[src/rtl/alu_op_sequencer.sv]
// Issue stage for the 8-bit combinational ALU: accepts one request, drives a/b/s with a
// select-change preamble, waits a fixed settle time, then holds the captured result and flags.
module alu_op_sequencer #(
  parameter int unsigned SETTLE_CYCLES = 2
) (
  input  logic       clk,
  input  logic       rst,
  input  logic       in_valid,
  output logic       in_ready,
  input  logic [7:0] in_a,
  input  logic [7:0] in_b,
  input  logic [2:0] in_op,
  output logic [7:0] alu_a,
  output logic [7:0] alu_b,
  output logic [2:0] alu_s,
  input  logic [7:0] alu_y,
  output logic       out_valid,
  input  logic       out_ready,
  output logic [7:0] out_y,
  output logic [2:0] out_op,
  output logic       out_zero,
  output logic       out_cy,
  output logic       out_dz
);

  localparam int unsigned CW = 4;

  typedef enum logic [1:0] {IDLE, PRIME, SETTLE, HOLD} state_t;

  state_t        state, state_d;
  logic [CW-1:0] cnt;
  logic [2:0]    op_q;
  logic          accept_c, prime_c, count_c, capture_c;
  logic [8:0]    sum9_c;
  logic [15:0]   prod16_c;
  logic          cy_c, dz_c;
  logic [7:0]    y_c;

  always_ff @(posedge clk or posedge rst) begin
    if (rst) state <= IDLE;
    else     state <= state_d;
  end

  // Next-state and datapath strobes
  always_comb begin
    state_d   = state;
    accept_c  = 1'b0;
    prime_c   = 1'b0;
    count_c   = 1'b0;
    capture_c = 1'b0;
    case (state)
      IDLE: begin
        if (in_valid) begin
          accept_c = 1'b1;
          state_d  = PRIME;
        end
      end
      PRIME: begin
        prime_c = 1'b1;
        state_d = SETTLE;
      end
      SETTLE: begin
        if (cnt == CW'(SETTLE_CYCLES - 1)) begin
          capture_c = 1'b1;
          state_d   = HOLD;
        end else begin
          count_c = 1'b1;
        end
      end
      HOLD: begin
        if (out_ready) state_d = IDLE;
      end
      default: state_d = IDLE;
    endcase
  end

  // Flags come from the registered operands, not from the ALU result
  always_comb begin
    sum9_c   = {1'b0, alu_a} + {1'b0, alu_b};
    prod16_c = 16'(alu_a) * 16'(alu_b);
    dz_c     = (op_q == 3'b011) && (alu_b == 8'h00);
    case (op_q)
      3'b000:  cy_c = sum9_c[8];
      3'b001:  cy_c = alu_a < alu_b;
      3'b010:  cy_c = prod16_c > 16'd255;
      default: cy_c = 1'b0;
    endcase
    y_c = dz_c ? 8'hFF : alu_y;
  end

  always_ff @(posedge clk or posedge rst) begin
    if (rst) begin
      alu_a    <= '0;
      alu_b    <= '0;
      alu_s    <= '0;
      op_q     <= '0;
      cnt      <= '0;
      out_y    <= '0;
      out_op   <= '0;
      out_zero <= 1'b0;
      out_cy   <= 1'b0;
      out_dz   <= 1'b0;
    end else begin
      if (accept_c) begin
        alu_a <= in_a;
        alu_b <= in_b;
        op_q  <= in_op;
        alu_s <= in_op ^ 3'b001;
      end
      if (prime_c) begin
        alu_s <= op_q;
        cnt   <= '0;
      end
      if (count_c) cnt <= cnt + CW'(1);
      if (capture_c) begin
        out_y    <= y_c;
        out_op   <= op_q;
        out_zero <= (y_c == 8'h00);
        out_cy   <= cy_c;
        out_dz   <= dz_c;
      end
    end
  end

  assign in_ready  = (state == IDLE);
  assign out_valid = (state == HOLD);

endmodule
[config.mk]
export PLATFORM = sky130hd
export DESIGN_NAME = alu_op_sequencer
export DESIGN_NICKNAME = d
export VERILOG_FILES = /design/src/rtl/alu_op_sequencer.sv
export SDC_FILE = /design/constraint.sdc
export NUM_CORES = 1
export LEC_CHECK = 0
export ABC_AREA = 1
export BUFFER_PORTS_ARGS = -buffer_cell sky130_fd_sc_hd__buf_2
export CAP_MARGIN = 25
export CORE_MARGIN = 2
export CORE_UTILIZATION = 48
export DETAILED_ROUTE_END_ITERATION = 12
export GPL_TIMING_DRIVEN = 0
export PLACE_DENSITY = 0.69
export SLEW_MARGIN = 20
export SYNTH_ARGS = -nofsm -noshare
export SYNTH_HDL_FRONTEND = slang
export SYNTH_SLANG_ARGS = --single-unit
[constraint.sdc]
create_clock -name clk -period 5.79 [get_ports clk]
set_clock_uncertainty 0.05 [all_clocks]
set_input_delay 1.158 -clock clk [delete_from_list [all_inputs] [get_ports clk]]
set_output_delay 1.158 -clock clk [all_outputs]
set_load 0.005 [all_outputs]
==> summary.txt, run 1 <==
Yosys
  • Post-synth top flop: dfrtp_1
  • Post-synth EDFFs: 0
  • Top post-synthesis cells by area: dfrtp_1, fa_1, ha_1
  • Simple-Gate Fraction of Synth Area: 21.42%
  • Dominant cell type by area after synthesis: dfrtp_1
  • Yosys warnings: 0
  • Largest family of logic cells by synthesized area: adder cells
  • Register area share after synthesis: between 20% and 30%
  • Synth top area share: 23.65%
  • Avg Inst Size Synth: 7.432 um^2
  • Post-synth top cells: nand2_1, inv_1, ha_1
  • Synthesized Nets: 721
  • Compound-cell area share of the yosys netlist: about 7.3%
  • Xor/xnor cell area share of the yosys netlist: 0.7883%
  • Post-synthesis mux area share: 0%
  • Fraction of registers with async set/reset: 100.0%
  • Cell count after synthesis: 598
  • Adder-cell area share of the yosys netlist: 31.98%
  • Top-count cell post-synth: nand2_1
  • Cell area after synthesis: 4444 um^2
  • Count of cell types in the netlist: 32
  • Yosys reg bits: 42

Clock network
  • Clock Sinks: 42
  • Inserted Clock Buffers: 5
  • CTS resizes: 0
  • Clk pin slew, worst setup/hold paths: ~0.10 ns
  • Setup repair bufs after CTS: 0
  • # hold bufs at CTS: 0
  • CTS Buffer Depth: 2
  • Clock Latency Late Sink: roughly 0.31 ns
  • Htree depth: 2
  • CTS tree: yes
  • Clock root buffer: clkbuf_8

Hold path
  • Worst min-delay path category: flip-flop to flip-flop

Die
  • Starting Density: 48.79%
  • Core area: 9109 um^2
  • Top Ports: 66
  • Die height: 100.2 um
  • DIE WIDTH: 100.2 um
  • Die ar.: between 10000 and 15000 um^2
  • Floorplan row count: 35

Final layout
  • Share of post-route cells with drive strength above 1: 13.39%
  • Seq. cell area: 1051 um^2
  • N_diodes: 0
  • Area of the multi-input gates: around 2700 um^2
  • Area growth, synth to finish: 12.98%
  • Nets: about 800
  • Fillers: 896

Setup path
  • Critical Path RT: 5.95 ns
  • Critical path class: flip-flop to flip-flop
  • Critical-path maximum fanout: 9
  • Worst path arrival time: between 4 and 5 ns
  • Critical Path Source Type: flip-flop
  • CP endpoint kind: flip-flop

Route
  • DRT antenna net count: 0
  • Total wire length: 9816 um
  • Via Count: 3793
  • # DRC: 0
  • Routed len/inst: ~13 um
  • Drt first-iter violations: around 190
  • DRT Pass-1 Iters: 4
  • Vias per cell: 4.844

Timing
  • Slew Viols, Final: 0
  • Period utilization: 81.34%
  • Fin. Hold Viols: 0
  • FMAX: 0.2123 GHz
  • Final setup vio count: 0
  • Worst rel slew slack: 67.38%
  • Unrepaired setup endpoints after global routing: no
  • Slew @ Worst Pin: 0.4893 ns
  • Crit path time final: 4.710 ns
  • Setup tns final: 0 ns

Global route
  • First-pass GRT wire length: 16750 um
  • Initial antenna violation count: 0
  • Vias in the first global route: 3696
  • Gr ovfl total: 0
  • Largest net degree at the start of global routing: 35
  • GRT Overall Usage: 20.62%

Flow run
  • Max-cap violations: 0

Place
  • IO Port Bufs: 65
  • GPL Wtd Cong: 0.8385
  • HPWL Detailed: 8241 um

Outcome
  • Outcome: completed
-- cells in the final DEF (no fill, tap or decap), types with 2 or more instances in the layout --
master / netlist / final
ha_1: 56 / 56
o22ai_1: 3 / 3
o21bai_1: 2 / 2
fa_1: 36 / 36
nand3_1: 17 / 17
clkbuf_8: 0 / 5
a21oi_1: 12 / 12
nor3_1: 5 / 5
nor2_1: 19 / 19
nor2_2: 3 / 3
clkbuf_1: 16 / 16
xor2_1: 2 / 2
a31oi_1: 3 / 3
clkinvlp_4: 0 / 2
buf_2: 5 / 70
o22a_1: 6 / 6
inv_2: 3 / 4
o211ai_1: 2 / 2
nand4_1: 6 / 6
nand3b_1: 2 / 2
dfrtp_1: 42 / 42
o21a_1: 2 / 2
o21ai_0: 20 / 20
xnor2_1: 2 / 2
nand2_1: 178 / 178
nor4_1: 2 / 2
inv_1: 147 / 146
-- cell type report --
type	count	area share (%)
repair buffers	66	6.878
inverters	151	11.29
well taps	111	2.766
multi-input cells	383	54.45
plain buffers	22	1.844
flip-flops and latches	42	20.93
clock buffers	5	1.371
clock inverters	3	0.4735
-- registers in the layout, summed over array words and instances (netlist names) --
register,count
cnt,4
out_y,8
out_op,3
state,2
out_dz,1
alu_a,8
op_q,3
out_cy,1
out_zero,1
alu_s,3
alu_b,8
-- worst max-delay path, cell delays in order, from the launching register on --
cell and delay (ns):
dfrtp_1 0.39, clkbuf_1 0.37, nand2_1 0.15, fa_1 0.53
fa_1 0.54, inv_1 0.05, fa_1 0.53, inv_1 0.06
fa_1 0.52, inv_1 0.04, ha_1 0.31, nand2_1 0.12
inv_1 0.05, nand2_1 0.06, nand2_1 0.07, inv_2 0.06
nand3b_1 0.07, nand2_1 0.07, nand3_1 0.06, nor2_1 0.13
nand3_1 0.14, nand2_1 0.08, nand2_1 0.06, nand2_1 0.05
nand2_1 0.05
-- cells by family (layout without fill, tap and decap cells) --
group / Yosys count / in the layout
and+or+nand+nor: 234 / 234
buffers and inverters: 173 / 247
adders and majority gates: 92 / 92
AOI/OAI and AO/OA: 53 / 53
DFF: 42 / 42
xor gates and xnor gates: 4 / 4
-- path summary, 6_finish.rpt --
kind                          start  endpoint  slack, ns  cells after the start
setup / recovery           alu_b[7]    out_cy       1.08                     24
hold / removal             out_zero  out_zero       0.43                      2
setup reg to reg           alu_b[7]    out_cy       1.08                     24
hold reg to reg            out_zero  out_zero       0.43                      2
max in group asynchronous       rst  alu_b[5]       4.54                      3
min in group asynchronous       rst  alu_b[1]       0.70                      2
-- stage by stage --
stage	instance area, um^2	setup slack, ns	hold WS, ns	utilization, %	cells
6_report	5021	1.080	0.4347	55.12	783
5_1_grt	5021	0.7068	0.4847	55.12	783
4_1_cts	5021	1.050	0.4368	55.12	783
3_5_place_dp	4928	1.060	0.4144	54.11	775
3_3_place_gp	4908	1.107	0.4120	53.89	774
2_1_floorplan	4444	1.578	0.4224	-	598
-- routing by layer --
metal	GRT usage [%]	vias up	part of all wire (%)
li1	-	1935	-
met3	2.994	11	3.4
met2	34.49	64	49
met4	4.426	0	1.5
met1	28.55	1783	47
met5	0	-	0
Power of run 1 is not shown: default switching activity piles up to over one toggle a cycle in this logic, so the estimate is an artifact.
==> run 2: changes to the inputs <==
==> constraint.sdc (replaced) <==
create_clock -name clk -period 4.4 [get_ports clk]
set_clock_uncertainty 0.05 [all_clocks]
set_input_delay 0.88 -clock clk [delete_from_list [all_inputs] [get_ports clk]]
set_output_delay 0.88 -clock clk [all_outputs]
set_load 0.005 [all_outputs]
==> run 2 against run 1 <==
Final cell count rose by 2.7%; sequential share of layout area is 1.5 points lower; critical path depth did not move; die area unchanged; critical path type unchanged; critical endpoint unchanged; highest routed layer unchanged.
==> summary.txt, run 2 (synthesized netlist as in run 1, its figures left out) <==
Route
  • Via Count: 3943 (was 3793)
  • Total wire length: 10450 um (was 9816 um)
  • # DRC: 0 (unchanged)
  • DRT antenna net count: 0 (unchanged)
  • DRT Pass-1 Iters: 4 (unchanged)
  • Drt first-iter violations: 159 (was 189)
  • Vias per cell: 4.904 (was 4.844)
  • Routed len/inst: 13.00 um (was 12.54 um)

Final layout
  • N_diodes: 0 (unchanged)
  • Largest registers: alu_a (8), alu_b (8), out_y (8) (unchanged)
  • Fillers: 829 (was 896)
  • Post-route core utilization: 59.75% (was 55.12%)
  • Area growth, synth to finish: 22.47% (was 12.98%)
  • Commonest cells after routing, fill and taps aside: nand2_1, inv_1, buf_2, ha_1, dfrtp_1 (unchanged)
  • Share of post-route cells with drive strength above 1: 23.38% (was 13.39%)
  • Nets: 815 (was 794)
  • Commonest non-fill, non-tap cell in the layout: nand2_1 (unchanged)
  • Cell area after layout: 5443 um^2 (was 5021 um^2)

Setup path
  • Critical Path Source Type: flip-flop (unchanged)
  • Critical-path maximum fanout: 7 (was 9)
  • Worst path arrival time: 4.38 ns (was 4.87 ns)
  • Reg2Reg Setup Slack: 0.18 ns (was 1.08 ns)
  • Reg-to-reg startpoint: alu_a[3] (was alu_b[7])
  • Critical path class: flip-flop to flip-flop (unchanged)
  • Worst Reg-to-Reg Cells: 24 (unchanged)
  • CP startpoint: alu_a[3] (was alu_b[7])
  • RR Endpoint: out_cy (unchanged)
  • CP endpoint kind: flip-flop (unchanged)
  • Critical Path RT: 4.55 ns (was 5.95 ns)

Flow run
  • Max-cap violations: 0 (unchanged)

Timing
  • Crit path time final: 4.224 ns (was 4.710 ns)
  • Slew @ Worst Pin: 0.4810 ns (was 0.4893 ns)
  • Fin. Hold Viols: 0 (unchanged)
  • Setup tns final: 0 ns (unchanged)
  • Final Worst Setup Slack: 0.1756 ns (was 1.080 ns)
  • Period utilization: 96.01% (was 81.34%)
  • FMAX: 0.2367 GHz (was 0.2123 GHz)
  • Slew Viols, Final: 0 (unchanged)
  • Worst rel slew slack: 67.93% (was 67.38%)
  • Final setup vio count: 0 (unchanged)
  • Unrepaired setup endpoints after global routing: yes (was no)

Global route
  • Met1 GRT Util: 29.00% (was 28.55%)
  • GRT Overall Usage: 21.09% (was 20.62%)
  • Largest net degree at the start of global routing: 35 (unchanged)
  • First-pass GRT wire length: 17080 um (was 16750 um)
  • GR peak layer: met2 (unchanged)
  • Vias in the first global route: 3769 (was 3696)
  • Met2 usage: 35.31% (was 34.49%)
  • Initial antenna violation count: 0 (unchanged)
  • Met3 Use GR: 2.994% (unchanged)
  • Gr ovfl total: 0 (unchanged)

Outcome
  • Outcome: completed (unchanged)

Clock network
  • Inserted Clock Buffers: 5 (unchanged)
  • Clock root buffer: clkbuf_8 (unchanged)
  • Clk pin slew, worst setup/hold paths: 0.09 ns (was 0.10 ns)
  • Clock Sinks: 42 (unchanged)
  • CTS tree: yes (unchanged)
  • Clock Latency Late Sink: 0.31 ns (about the same)
  • Htree depth: 2 (unchanged)
  • CTS Buffer Depth: 2 (unchanged)

Die
  • Core area: 9109 um^2 (unchanged)
  • DIE WIDTH: 100.2 um (unchanged)
  • Starting Density: 48.79% (unchanged)
  • Die ar.: 10050 um^2 (unchanged)
  • Floorplan row count: 35 (unchanged)
  • Top Ports: 66 (unchanged)
  • Die height: 100.2 um (unchanged)

Place
  • HPWL Detailed: 8241 um (unchanged)
  • Post-DP Area: 4928 um^2 (unchanged)
  • IO Port Bufs: 65 (unchanged)
  • GPL Wtd Cong: 0.8385 (unchanged)
  • Setup WS pre-CTS: -0.3295 ns (was 1.060 ns)

Hold path
  • Worst min-delay path category: input pin to asynchronous set/reset pin (was flip-flop to flip-flop)
-- run 2: cell type report --
| type | instances | area, um^2 | share of cell area, % |
|---|---|---|---|
| clock buffer | 5 | 68.82 | 1.264 |
| timing repair buffer | 93 | 545.5 | 10.02 |
| multi-input combinational | 383 | 2899 | 53.26 |
| clock inverter | 3 | 23.77 | 0.4368 |
| inverter | 151 | 566.8 | 10.41 |
| sequential | 42 | 1060 | 19.47 |
| tap | 111 | 138.9 | 2.552 |
| buffer | 16 | 140.1 | 2.575 |
-- run 2: layer usage --
metal  routed length [um]  share of wire (%)
met5                    0                  0
met4                  145                1.4
met3                  371                3.6
met2                 5249                 50
met1                 4681                 45
-- run 2: stage by stage --
stage | hold slack [ns] | instances
after floorplan | 0.4224 | 598
after global placement | 0.4120 | 774
after detailed placement | 0.4144 | 775
after CTS | 0.4258 | 785
after global routing | 0.4368 | 804
final | 0.4274 | 804
-- run 2: worst max-delay path, stage by stage (launching register included) --
cell,delay [ns]
dfrtp_1,0.42
buf_6,0.15
buf_4,0.14
nand2_1,0.05
inv_1,0.05
fa_2,0.34
fa_1,0.53
inv_1,0.05
fa_1,0.46
fa_1,0.54
inv_1,0.06
ha_4,0.29
nand2_4,0.06
nor2_1,0.13
nand2_1,0.08
nand2_1,0.07
nand2_1,0.04
nand2_1,0.07
nand3_2,0.08
nor2_4,0.13
nand3_2,0.10
nand2_1,0.07
nand2_1,0.06
nand2_1,0.05
nand2_1,0.05
-- run 2: repair_timing --
action                     CTS  global route
pin swaps                    2            22
hold buffers                 0             0
cloned                       0             1
setup buffers                8            18
hold endpoints to repair     0             0
gates resized for setup     32            40
setup endpoints to repair    1             1
-- run 2: how the worst max path moves through the flow --
stage,end,slack [ns],cells past startpoint
5_1_grt,out_cy,-0.05,25
2_1_floorplan,out_cy,0.19,24
4_1_cts,out_cy,0.003,23
6_report,out_cy,0.18,24
3_5_place_dp,out_cy,-0.33,24
3_3_place_gp,out_cy,-0.28,24
Power of run 2 is left out for the same reason.
==> run 3: changes to the inputs <==
==> constraint.sdc (replaced) <==
create_clock -name clk -period 4.4 [get_ports clk]
set_clock_uncertainty 0.05 [all_clocks]
set_input_delay 0 -clock clk [delete_from_list [all_inputs] [get_ports clk]]
set_output_delay 0 -clock clk [all_outputs]
set_load 0.005 [all_outputs]
==> run 3 against run 2 <==
Maximum frequency grew 0.58%; critical path depth shrank 2; worst setup slack gained 0.024 ns; critical endpoint unchanged; global-route usage grew 0.69 points; utilization grew 4.5 points; sequential share of layout area shrank 1.4 points; critical path type unchanged; highest routed layer unchanged; clock-buffer cell count is the same.
==> summary.txt, run 3 (synthesized netlist as in run 1, its figures left out) <==
Timing
  • Setup tns final: 0 ns (unchanged)
  • Unrepaired setup endpoints after global routing: yes (unchanged)
  • Period utilization: 95.46% (was 96.01%)
  • Slew @ Worst Pin: 0.4803 ns (was 0.4810 ns)
  • Crit path time final: 4.200 ns (was 4.224 ns)
  • Fin. Hold Viols: 0 (unchanged)
  • FMAX: 0.2381 GHz (was 0.2367 GHz)
  • Final setup vio count: 0 (unchanged)
  • Slew Viols, Final: 0 (unchanged)
  • Worst rel slew slack: 67.98% (was 67.93%)

Global route
  • Gr ovfl total: 0 (unchanged)
  • Vias in the first global route: 3907 (was 3769)
  • First-pass GRT wire length: 17640 um (was 17080 um)
  • Largest net degree at the start of global routing: 35 (unchanged)
  • Initial antenna violation count: 0 (unchanged)
  • GRT Overall Usage: 21.78% (was 21.09%)

Route
  • Drt first-iter violations: 172 (was 159)
  • DRT antenna net count: 0 (unchanged)
  • Vias per cell: 4.831 (was 4.904)
  • Routed len/inst: 13.10 um (was 13.00 um)
  • # DRC: 0 (unchanged)
  • DRT Pass-1 Iters: 4 (unchanged)
  • Total wire length: 11030 um (was 10450 um)
  • Via Count: 4068 (was 3943)

Final layout
  • N_diodes: 0 (unchanged)
  • Largest registers: alu_a (8), alu_b (8), out_y (8) (unchanged)
  • Commonest cells after routing, fill and taps aside: nand2_1, inv_1, buf_2, ha_1, buf_4 (was nand2_1, inv_1, buf_2, ha_1, dfrtp_1)
  • Nets: 853 (was 815)
  • Fillers: 777 (was 829)
  • Area growth, synth to finish: 31.78% (was 22.47%)
  • Area of the multi-input gates: 2957 um^2 (was 2899 um^2)
  • Seq. cell area: 1060 um^2 (unchanged)
  • Share of post-route cells with drive strength above 1: 25.17% (was 23.38%)
  • Commonest non-fill, non-tap cell in the layout: nand2_1 (unchanged)

Setup path
  • Critical Path Sink: out_cy (unchanged)
  • Reg-to-reg startpoint: alu_a[3] (unchanged)
  • Reg2Reg Setup Slack: 0.20 ns (was 0.18 ns)
  • RR Endpoint: out_cy (unchanged)
  • CP startpoint: alu_a[3] (unchanged)
  • Critical Path Source Type: flip-flop (unchanged)
  • Worst path arrival time: 4.36 ns (was 4.38 ns)
  • CP endpoint kind: flip-flop (unchanged)
  • Critical-path maximum fanout: 7 (unchanged)
  • Critical Path RT: 4.56 ns (was 4.55 ns)
  • Critical path class: flip-flop to flip-flop (unchanged)
  • Worst Reg-to-Reg Cells: 22 (was 24)

Clock network
  • CTS Buffer Depth: 2 (unchanged)
  • Clock Sinks: 42 (unchanged)
  • Inserted Clock Buffers: 5 (unchanged)
  • Clk pin slew, worst setup/hold paths: 0.09 ns (about the same)
  • CTS tree: yes (unchanged)
  • Htree depth: 2 (unchanged)
  • Clock root buffer: clkbuf_8 (unchanged)
  • Clock Latency Late Sink: 0.30 ns (was 0.31 ns)

Die
  • Die ar.: 10050 um^2 (unchanged)
  • DIE WIDTH: 100.2 um (unchanged)
  • Die height: 100.2 um (unchanged)
  • Top Ports: 66 (unchanged)
  • Starting Density: 48.79% (unchanged)
  • Core area: 9109 um^2 (unchanged)
  • Floorplan row count: 35 (unchanged)

Place
  • HPWL Detailed: 8241 um (unchanged)
  • GPL Wtd Cong: 0.8385 (unchanged)
  • IO Port Bufs: 65 (unchanged)

Outcome
  • Outcome: completed (unchanged)

Flow run
  • Max-cap violations: 0 (unchanged)

Hold path
  • Worst min-delay path category: input pin to flip-flop (was input pin to asynchronous set/reset pin)
run 3: worst min path at each step:
stage / start / endpoint / cells after the start
3_5_place_dp: rst / alu_a[0] / 2
2_1_floorplan: in_a[0] / alu_a[0] / 2
5_1_grt: in_valid / op_q[0] / 4
6_report: in_valid / op_q[0] / 4
4_1_cts: in_valid / op_q[0] / 4
3_3_place_gp: in_a[4] / alu_a[4] / 3
run 3: area by class of cell:
type / instances / share of cell area [%]
tap: 111 / 2.371
multi-input combinational: 383 / 50.48
clock inverter: 3 / 0.4059
inverter: 151 / 9.677
sequential: 42 / 18.09
buffer: 16 / 2.414
timing repair buffer: 131 / 15.38
clock buffer: 5 / 1.175
run 3: per-layer routing:
layer | share of wire [%] | vias to the layer above | GRT usage, % | wire length [um]
li1 | - | 2053 | - | -
met2 | 51 | 65 | 37.89 | 5646
met3 | 3.0 | 15 | 2.507 | 334
met1 | 44 | 1935 | 29.11 | 4881
met4 | 1.5 | 0 | 5.163 | 170
met5 | 0 | - | 0 | 0
run 3: through the flow:
| stage | util, % | hold WS (ns) | worst slack, ns | std cells | cell area [um^2] |
|---|---|---|---|---|---|
| finish | 64.30 | 0.04410 | 0.1998 | 842 | 5857 |
| global route | 64.30 | 0.08868 | -0.05612 | 842 | 5857 |
| CTS | 59.78 | 0.03946 | 0.003238 | 813 | 5445 |
| detailed placement | 54.11 | -0.1209 | -0.3295 | 775 | 4928 |
| global placement | 53.89 | 0.1485 | -0.2829 | 774 | 4908 |
| floorplan | - | 0.05962 | 0.1882 | 598 | 4444 |
run 3: worst max-delay path: stages (launching register included):
cell and delay, ns:
dfrtp_1 0.42, buf_6 0.15, nand2_1 0.06, inv_1 0.06, fa_1 0.49, fa_1 0.51
fa_1 0.49, inv_1 0.05, fa_1 0.49, inv_2 0.05, ha_4 0.30, nand2_4 0.06
nor2_1 0.09, nand2_1 0.07, nand2_2 0.10, xnor2_1 0.12, nand2_1 0.11, nor2_4 0.11
nand3_2 0.10, nand2_1 0.07, nand2_1 0.06, nand2_1 0.06, nand2_1 0.06
run 3: what timing repair did:
item                                    CTS  global route
hold buffers                             28             0
setup buffers                             8            28
endpoints found under the setup margin    1             1
pin swaps                                 2            41
cloned                                    0             1
endpoints found under the hold margin    72             0
gates resized for setup                  32            56
Power of run 3 is left out for the same reason.
